## config.mk

```make
export PLATFORM = sky130hd
export DESIGN_NAME = key_pulse_gen
export DESIGN_NICKNAME = d
export VERILOG_FILES = /design/src/rtl/key_pulse_gen_pkg.sv /design/src/rtl/key_pulse_gen_cond.sv /design/src/rtl/key_pulse_gen.sv
export SDC_FILE = /design/constraint.sdc
export NUM_CORES = 1
export LEC_CHECK = 0
export ABC_AREA = 1
export CAP_MARGIN = 0
export CELL_PAD_IN_SITES_DETAIL_PLACEMENT = 2
export CELL_PAD_IN_SITES_GLOBAL_PLACEMENT = 2
export CORE_MARGIN = 4
export CORE_UTILIZATION = 34
export DETAILED_ROUTE_END_ITERATION = 8
export GPL_TIMING_DRIVEN = 0
export PLACE_DENSITY = 0.86
export SLEW_MARGIN = 5
export SYNTH_ARGS = -nofsm -noshare
export SYNTH_HDL_FRONTEND = slang
export SYNTH_SLANG_ARGS = --single-unit
```

## constraint.sdc

```tcl
create_clock -name clk -period 2 [get_ports clk]
set_clock_uncertainty 0.2 [all_clocks]
set_input_delay 0.4 -clock clk [delete_from_list [all_inputs] [get_ports clk]]
set_output_delay 0.4 -clock clk [all_outputs]
set_load 0.05 [all_outputs]
```

## src/rtl/key_pulse_gen_pkg.sv

```systemverilog
// Shared definitions for the key pulse generator: per-key FSM state codes and
// default timing constants used by the conditioner and the top.
package key_pulse_gen_pkg;

  typedef enum logic [1:0] {
    K_IDLE  = 2'd0,
    K_DELAY = 2'd1,
    K_RPT   = 2'd2
  } key_state_e;

  localparam int unsigned DEF_CNT_W        = 24;
  localparam int unsigned DEF_DEB_CYCLES   = 40000;
  localparam int unsigned DEF_REPEAT_DELAY = 4000000;
  localparam int unsigned DEF_REPEAT_RATE  = 1000000;

endpackage

```

## src/rtl/key_pulse_gen_cond.sv

```systemverilog
// One-key conditioner: 2-FF synchronizer, debouncer and press/hold-to-repeat FSM.
// fire_o flags the cycle before a pulse is due; the top registers it.
module key_pulse_gen_cond
  import key_pulse_gen_pkg::*;
#(
  parameter int unsigned CNT_W        = DEF_CNT_W,
  parameter int unsigned DEB_CYCLES   = DEF_DEB_CYCLES,
  parameter int unsigned REPEAT_DELAY = DEF_REPEAT_DELAY,
  parameter int unsigned REPEAT_RATE  = DEF_REPEAT_RATE
) (
  input  logic clk,
  input  logic rst_n,
  input  logic key_n_i,
  output logic fire_o,
  output logic held_o
);

  localparam logic [CNT_W-1:0] CNT_ZERO   = {CNT_W{1'b0}};
  localparam logic [CNT_W-1:0] CNT_MAX    = {CNT_W{1'b1}};
  localparam logic [CNT_W-1:0] DEB_LAST   = CNT_W'(DEB_CYCLES);
  localparam logic [CNT_W-1:0] DELAY_LAST = CNT_W'(REPEAT_DELAY - 32'd1);
  localparam logic [CNT_W-1:0] RATE_LAST  = CNT_W'(REPEAT_RATE - 32'd1);

  function automatic logic [CNT_W-1:0] sat_inc(input logic [CNT_W-1:0] v);
    if (v == CNT_MAX) begin
      return v;
    end else begin
      return v + CNT_W'(1);
    end
  endfunction

  logic             sync1_q, sync2_q;
  logic             deb_level_q;
  logic [CNT_W-1:0] deb_cnt_q;
  logic [CNT_W-1:0] rpt_cnt_q;
  key_state_e       state_q;
  logic             pressed_s;
  logic             fire_d;

  assign pressed_s = ~sync2_q;

  // Synchronizer resets to the released (high) pin level.
  always_ff @(posedge clk or negedge rst_n) begin
    if (!rst_n) begin
      sync1_q <= 1'b1;
      sync2_q <= 1'b1;
    end else begin
      sync1_q <= key_n_i;
      sync2_q <= sync1_q;
    end
  end

  // Level flips only once the counter has seen DEB_CYCLES disagreeing samples
  // and the current one still disagrees, so shorter glitches are dropped.
  always_ff @(posedge clk or negedge rst_n) begin
    if (!rst_n) begin
      deb_level_q <= 1'b0;
      deb_cnt_q   <= CNT_ZERO;
    end else if (pressed_s == deb_level_q) begin
      deb_cnt_q <= CNT_ZERO;
    end else if (deb_cnt_q == DEB_LAST) begin
      deb_level_q <= pressed_s;
      deb_cnt_q   <= CNT_ZERO;
    end else begin
      deb_cnt_q <= sat_inc(deb_cnt_q);
    end
  end

  // A release always wins over a due repeat, so releasing never fires.
  always_comb begin
    fire_d = 1'b0;
    case (state_q)
      K_IDLE:  fire_d = deb_level_q;
      K_DELAY: fire_d = deb_level_q && (rpt_cnt_q == DELAY_LAST);
      K_RPT:   fire_d = deb_level_q && (rpt_cnt_q == RATE_LAST);
      default: fire_d = 1'b0;
    endcase
  end

  // Press / delay / repeat sequencing.
  always_ff @(posedge clk or negedge rst_n) begin
    if (!rst_n) begin
      state_q   <= K_IDLE;
      rpt_cnt_q <= CNT_ZERO;
    end else begin
      case (state_q)
        K_IDLE: begin
          rpt_cnt_q <= CNT_ZERO;
          if (deb_level_q) begin
            state_q <= K_DELAY;
          end
        end
        K_DELAY: begin
          if (!deb_level_q) begin
            state_q   <= K_IDLE;
            rpt_cnt_q <= CNT_ZERO;
          end else if (fire_d) begin
            state_q   <= K_RPT;
            rpt_cnt_q <= CNT_ZERO;
          end else begin
            rpt_cnt_q <= sat_inc(rpt_cnt_q);
          end
        end
        K_RPT: begin
          if (!deb_level_q) begin
            state_q   <= K_IDLE;
            rpt_cnt_q <= CNT_ZERO;
          end else if (fire_d) begin
            rpt_cnt_q <= CNT_ZERO;
          end else begin
            rpt_cnt_q <= sat_inc(rpt_cnt_q);
          end
        end
        default: begin
          state_q   <= K_IDLE;
          rpt_cnt_q <= CNT_ZERO;
        end
      endcase
    end
  end

  assign fire_o = fire_d;
  assign held_o = deb_level_q;

endmodule

```

## src/rtl/key_pulse_gen.sv

```systemverilog
// Two-key increment/decrement pulse generator feeding the timer count-adjust logic.
// Same-cycle up/down requests cancel; en masks pulses without stalling the keys.
module key_pulse_gen
  import key_pulse_gen_pkg::*;
#(
  parameter int unsigned CNT_W        = DEF_CNT_W,
  parameter int unsigned DEB_CYCLES   = DEF_DEB_CYCLES,
  parameter int unsigned REPEAT_DELAY = DEF_REPEAT_DELAY,
  parameter int unsigned REPEAT_RATE  = DEF_REPEAT_RATE
) (
  input  logic clk,
  input  logic rst_n,
  input  logic en,
  input  logic countUp,
  input  logic countDn,
  output logic up_pulse,
  output logic dn_pulse,
  output logic up_held,
  output logic dn_held
);

  logic up_fire_s;
  logic dn_fire_s;

  key_pulse_gen_cond #(
    .CNT_W(CNT_W), .DEB_CYCLES(DEB_CYCLES),
    .REPEAT_DELAY(REPEAT_DELAY), .REPEAT_RATE(REPEAT_RATE)
  ) u_up (
    .clk(clk), .rst_n(rst_n), .key_n_i(countUp),
    .fire_o(up_fire_s), .held_o(up_held)
  );

  key_pulse_gen_cond #(
    .CNT_W(CNT_W), .DEB_CYCLES(DEB_CYCLES),
    .REPEAT_DELAY(REPEAT_DELAY), .REPEAT_RATE(REPEAT_RATE)
  ) u_dn (
    .clk(clk), .rst_n(rst_n), .key_n_i(countDn),
    .fire_o(dn_fire_s), .held_o(dn_held)
  );

  // Registered pulses: coincident requests net to zero, masked ones are lost.
  always_ff @(posedge clk or negedge rst_n) begin
    if (!rst_n) begin
      up_pulse <= 1'b0;
      dn_pulse <= 1'b0;
    end else begin
      up_pulse <= en & up_fire_s & ~dn_fire_s;
      dn_pulse <= en & dn_fire_s & ~up_fire_s;
    end
  end

endmodule
```

# Yosys cells after proc, flatten, opt, wreduce, memory -nomap -nowiden
# Index checks and enable logic that the tools add are counted.
[word_totals]
word_cells = 92
output_inout_bits = 4
regBits = 108
[op_classes]
n_addsub = 4
muxes = 26
reduce_logical = 12
bitwise_logic = 10
n_eq_ne = 26
[ops]
columns = ["op", "n"]
rows = [
  ["$mux 24", 14],
  ["$add 24x1->24 const B", 4],
  ["$eq 24x24->1 const B", 4],
  ["$eq 24x16->1 const B", 2],
  ["$eq 24x20->1 const B", 2],
  ["$eq 24x22->1 const B", 2],
  ["$mux 2", 8],
  ["$pmux 2 s3", 2],
  ["$ne 4x4->1 const B", 2],
  ["$ne 3x1->1 const B", 2],
  ["$ne 3x3->1 const B", 2],
  ["$not 1->1", 6],
  ["$pmux 1 s3", 2],
  ["$reduce_and 3->1", 2],
  ["$and 1x1->1", 4],
  ["$eq 2x1->1 const B", 2],
  ["$eq 2x2->1 const B", 2],
  ["$logic_and 1x1->1", 4],
  ["$logic_not 2->1", 2],
  ["$ne 2x1->1 const B", 2],
  ["$ne 2x2->1 const B", 2],
  ["$reduce_and 2->1", 2],
  ["$reduce_or 2->1", 2],
  ["$eq 1x1->1", 2],
]

# Depth between registers and ports, before layout
[logic_depth]
ltp_word = 6
depth_mapped = 13

# By module
# From an unflattened synthesis, not the netlist that was laid out.
[unflattened]
hier_cells = 900
hier_area_um2 = 7154.4
[by_module_without_submodules]
columns = ["module", "instances", "seq_area_each_um2", "area_per_inst_um2", "cells_per_inst"]
rows = [
  ["key_pulse_gen_cond", 2, 1328.8, 3544.6, 447],
  ["key_pulse_gen", 1, 50.0, 65.1, 6],
]

# Worst setup path after synthesis
# OpenSTA, ideal clock, no wires.
[synth_path]
path_type = "register to register"
from = "reg u_up.state_q[0]"
to = "reg u_up.rpt_cnt_q[2]"
path_stages_with_launch = 13
arrival_time_ns = 1.662
slack_ns = 0.015
required_ns = 1.677
path_cell_list = "dfrtp_1 inv_1 ha_1 inv_1 nor3_1 nand3_1 nor2_1 nand2_1 nand2_2 nand2_4 nand4_2 buf_6 o21ai_1"
[synth_via]
elab_chain_len = 5
word_cells_on_any_way = 9
[synth_lines]
columns = ["element", "line_no", "source"]
rows = [
  ["start, declared", "key_pulse_gen_cond.sv:36", "key_state_e state_q;"],
  ["start signal, assigned", "key_pulse_gen_cond.sv:83", "state_q <= K_IDLE;"],
  ["start signal, assigned", "key_pulse_gen_cond.sv:90", "state_q <= K_DELAY;"],
  ["start signal, assigned", "key_pulse_gen_cond.sv:95", "state_q <= K_IDLE;"],
  ["$eq 2x2->1 (tied with other cells)", "key_pulse_gen_cond.sv:72, key_pulse_gen_cond.sv:86", ""],
  ["$pmux 1 s3", "key_pulse_gen_cond.sv:72", "case (state_q)"],
  ["$mux 24", "key_pulse_gen_cond.sv:108", "end else if (fire_d) begin"],
  ["$mux 24", "key_pulse_gen_cond.sv:105", "if (!deb_level_q) begin"],
  ["$mux 24", "-", ""],
  ["end signal, assigned", "key_pulse_gen_cond.sv:101", "rpt_cnt_q <= sat_inc(rpt_cnt_q);"],
  ["end signal, assigned", "key_pulse_gen_cond.sv:111", "rpt_cnt_q <= sat_inc(rpt_cnt_q);"],
  ["end, declared", "key_pulse_gen_cond.sv:35", "logic [CNT_W-1:0] rpt_cnt_q;"],
]
# Several ways; a longest one is shown, not always the timed one.
# A chain may end at the register's enable or synchronous reset.

# Worst setup path in the final report
[layout_path]
from = "reg u_up.state_q[0]"
to = "reg u_up.rpt_cnt_q[3]"
# The elaborated chain is that of the path after synthesis.

==> impl_metrics.ini <==
[global_route]
grt_pass1_wl_um = 50300
antenna_found_initial = 0
grt_max_degree = 61
grt_pass1_vias = 8342
track_usage_pct = 29.13
gr-total-overflow = 0

[final_layout]
fill_cells = 2180
seqCellArea_um2 = 2728
multi_input_area_um2 = 4765
fin_nets = 1066
area_growth_pct = 41.49
insertedDiodeCount = 0
drive_gt1_share_pct = 38.50
stdcell_count = 1322
post-route-util_pct = 48.87

[synth]
synth_seq_cells = 108
synth_top_area_cell = dfrtp_1
yosys_warnings = 0
synth_fp_nets = 945
synth_edf_count = 0
synth_area_um2 = 6967
synthArstFlopShare_pct = 100.0
yosysUniqueCellTypes = 45
synth_top_area_share_pct = 37.36
synth.most_common_cell = nand2_1
ys_top_cells_by_area = dfrtp_1 (37%), nand2_1 (11%), nor2_1 (6.0%)
synth.avg_cell_area_um2 = 7.523
synth_ff_type = dfrtp_1
synth_seq_area_share_pct = 38.86
synthCells = 926
synth_common_cells = nand2_1 (207), nor2_1 (111), inv_1 (109), dfrtp_1 (104), nand3_1 (72)

[drt]
drt_iter0_drc = 670
drtAntennaViolNets = 0
wl_per_cell_um = 31.09
wl_um = 41100
drtPass1Iterations = 5
dr_total_vias = 8063
drc_errors = 0
vias_per_cell = 6.099

[setup_path]
arrival_ns = 2.55
critical_path_class = reg -> reg
critPathLaunchType = flip-flop
critPathRequiredTime_ns = 2.08
critPathCaptureType = flip-flop
crit_fanout = 5

[clock_network]
cts_tree = built
cts_buffer_depth = 2
path_clk_slew_ns = 0.09
cts_buffers = 9
cts.sinks = 108
clk_latency_ns = 0.40
clockRootBuffer = clkbuf_16
h-tree-depth = 3

[placement]
dp_slack_ns = -0.4642
dp_cells = 1205
port-buffer-count = 8
gp_congestion = 0.8842
place_hpwl_um = 16440

[floorplan]
start_util_pct = 34.54
die_w_um = 151.1
core_um2 = 20170
die_h_um = 151.1
io_pins = 9
rows = 52
die_area_um2 = 22840

[power_and_ir_drop]
p_leak_nw = 4.369
finalPower_mw = 4.448
p_per_area_nw_per_um2 = 451.2
vdd_drop_max_mv = 0.4257

[timing]
max_freq_mhz = 404.1
layout_setup_ws_ns = -0.4746
tightest_slew_ns = 0.6116
period_needed_ns = 2.475
slew_violations = 0
rsz0062_at_grt = yes
tns_ns = -25.06
period_share_pct = 123.7
setup_violations = 103
hold_violations = 0
slew_headroom_pct = 59.22

[status]
violations = negative setup slack
status = complete, but fails checks

[job]
maxCapViolCount = 0

[hold_path]
hold_class = reg -> reg
-- through the flow --
stage	area, um2	hold WS (ns)
after global routing	9857	0.1759
final	9857	0.1806
after global placement	7385	0.1481
after floorplan	6967	-0.09559
after CTS	8738	0.1590
after detailed placement	7413	0.1481
-- path summary, 6_finish.rpt --
kind                                 startpoint                 to  slack (ns)  cells past startpoint
worst max-delay path            u_up.state_q[0]  u_up.rpt_cnt_q[3]       -0.47                     10
worst min-delay path               u_up.sync1_q       u_up.sync2_q        0.18                      0
worst max register to register  u_up.state_q[0]  u_up.rpt_cnt_q[3]       -0.47                     10
worst min register to register     u_up.sync1_q       u_up.sync2_q        0.18                      0
min in group asynchronous                 rst_n    u_dn.state_q[0]        0.34                      2
max in group asynchronous                 rst_n       u_up.sync1_q        0.48                      3
-- registers in the layout (all words and copies together), names as in the netlist --
register	cells
u_dn.deb_cnt_q	24
u_dn.rpt_cnt_q	24
u_up.deb_cnt_q	24
u_up.rpt_cnt_q	24
u_dn.state_q	2
u_up.state_q	2
dn_pulse	1
u_dn.held_o	1
u_dn.sync1_q	1
u_dn.sync2_q	1
u_up.held_o	1
u_up.sync1_q	1
u_up.sync2_q	1
up_pulse	1
-- cells in the final DEF, fill, tap and decap left out, drive strengths merged --
cell	instances
a21o	3
a21oi	23
a31oi	3
and3	2
buf	114
bufinv	1
clkbuf	18
clkdlybuf4s15	2
clkdlybuf4s50	3
clkinv	5
clkinvlp	3
dfrtp	104
dfstp	4
dlygate4sd2	2
dlygate4sd3	1
ha	14
inv	110
nand2	212
nand3	80
nand3b	4
nand4	41
nor2	121
nor3	42
nor3b	2
nor4	14
nor4b	1
o21ai	54
o31ai	12
or2	15
or3	1
xnor2	10
xor2	31
-- cell families after synthesis --
logic type      after synthesis  synth area share [%]
xor+xnor                     41                 5.154
buf+inv                     135                 8.046
simple gates                533                 36.98
compound gates               95                 8.441
fa+ha+maj                    14                 2.514
flops                       108                 38.86
-- layout make-up --
cell class                      instances  area share [%]
Multi-Input combinational cell        685           48.34
Sequential cell                       108           27.67
Timing Repair Buffer                  109           10.75
Inverter                              114           4.646
Tap cell                              270           3.427
Clock buffer                           11           2.361
Buffer                                 20           2.272
Clock inverter                          5          0.5331
-- power by group --
part / internal [mW] / switching [mW] / leakage (nW)
Clock: 0.972 / 1.02 / 0.139
Sequential: 2.20 / 0.0266 / 1.46
Combinational: 0.0813 / 0.152 / 2.77
Total: 3.25 / 1.19 / 4.37
-- layer usage --
metal	part of all wire, %	vias to the layer above	wire length (um)	global-route usage (%)
li1	-	3294	-	-
met2	51	421	21090	53.23
met3	4.6	194	1888	4.608
met5	0	-	0	0
met1	37	4154	15020	33.74
met4	7.5	0	3097	12.01
-- critical path, cell delays in order (launching register included) --
cell and delay, ns:
dfrtp_1 0.40, inv_2 0.09, ha_4 0.29, buf_4 0.15, nand2_1 0.17, nor2_1 0.22, nand4_1 0.24, nand4_4 0.28
buf_12 0.14, buf_16 0.12, o21ai_2 0.06
-- what timing repair did --
action | in CTS | in global routing
gates cloned | 6 | 4
gates resized for setup | 134 | 235
buffers inserted | 50 | 46
pin swaps | 34 | 63
hold buffers | 1 | 0
endpoints found under the hold margin | 47 | 0
setup endpoints to repair | 107 | 104
Note: power is estimated with default switching activity, not from simulation.
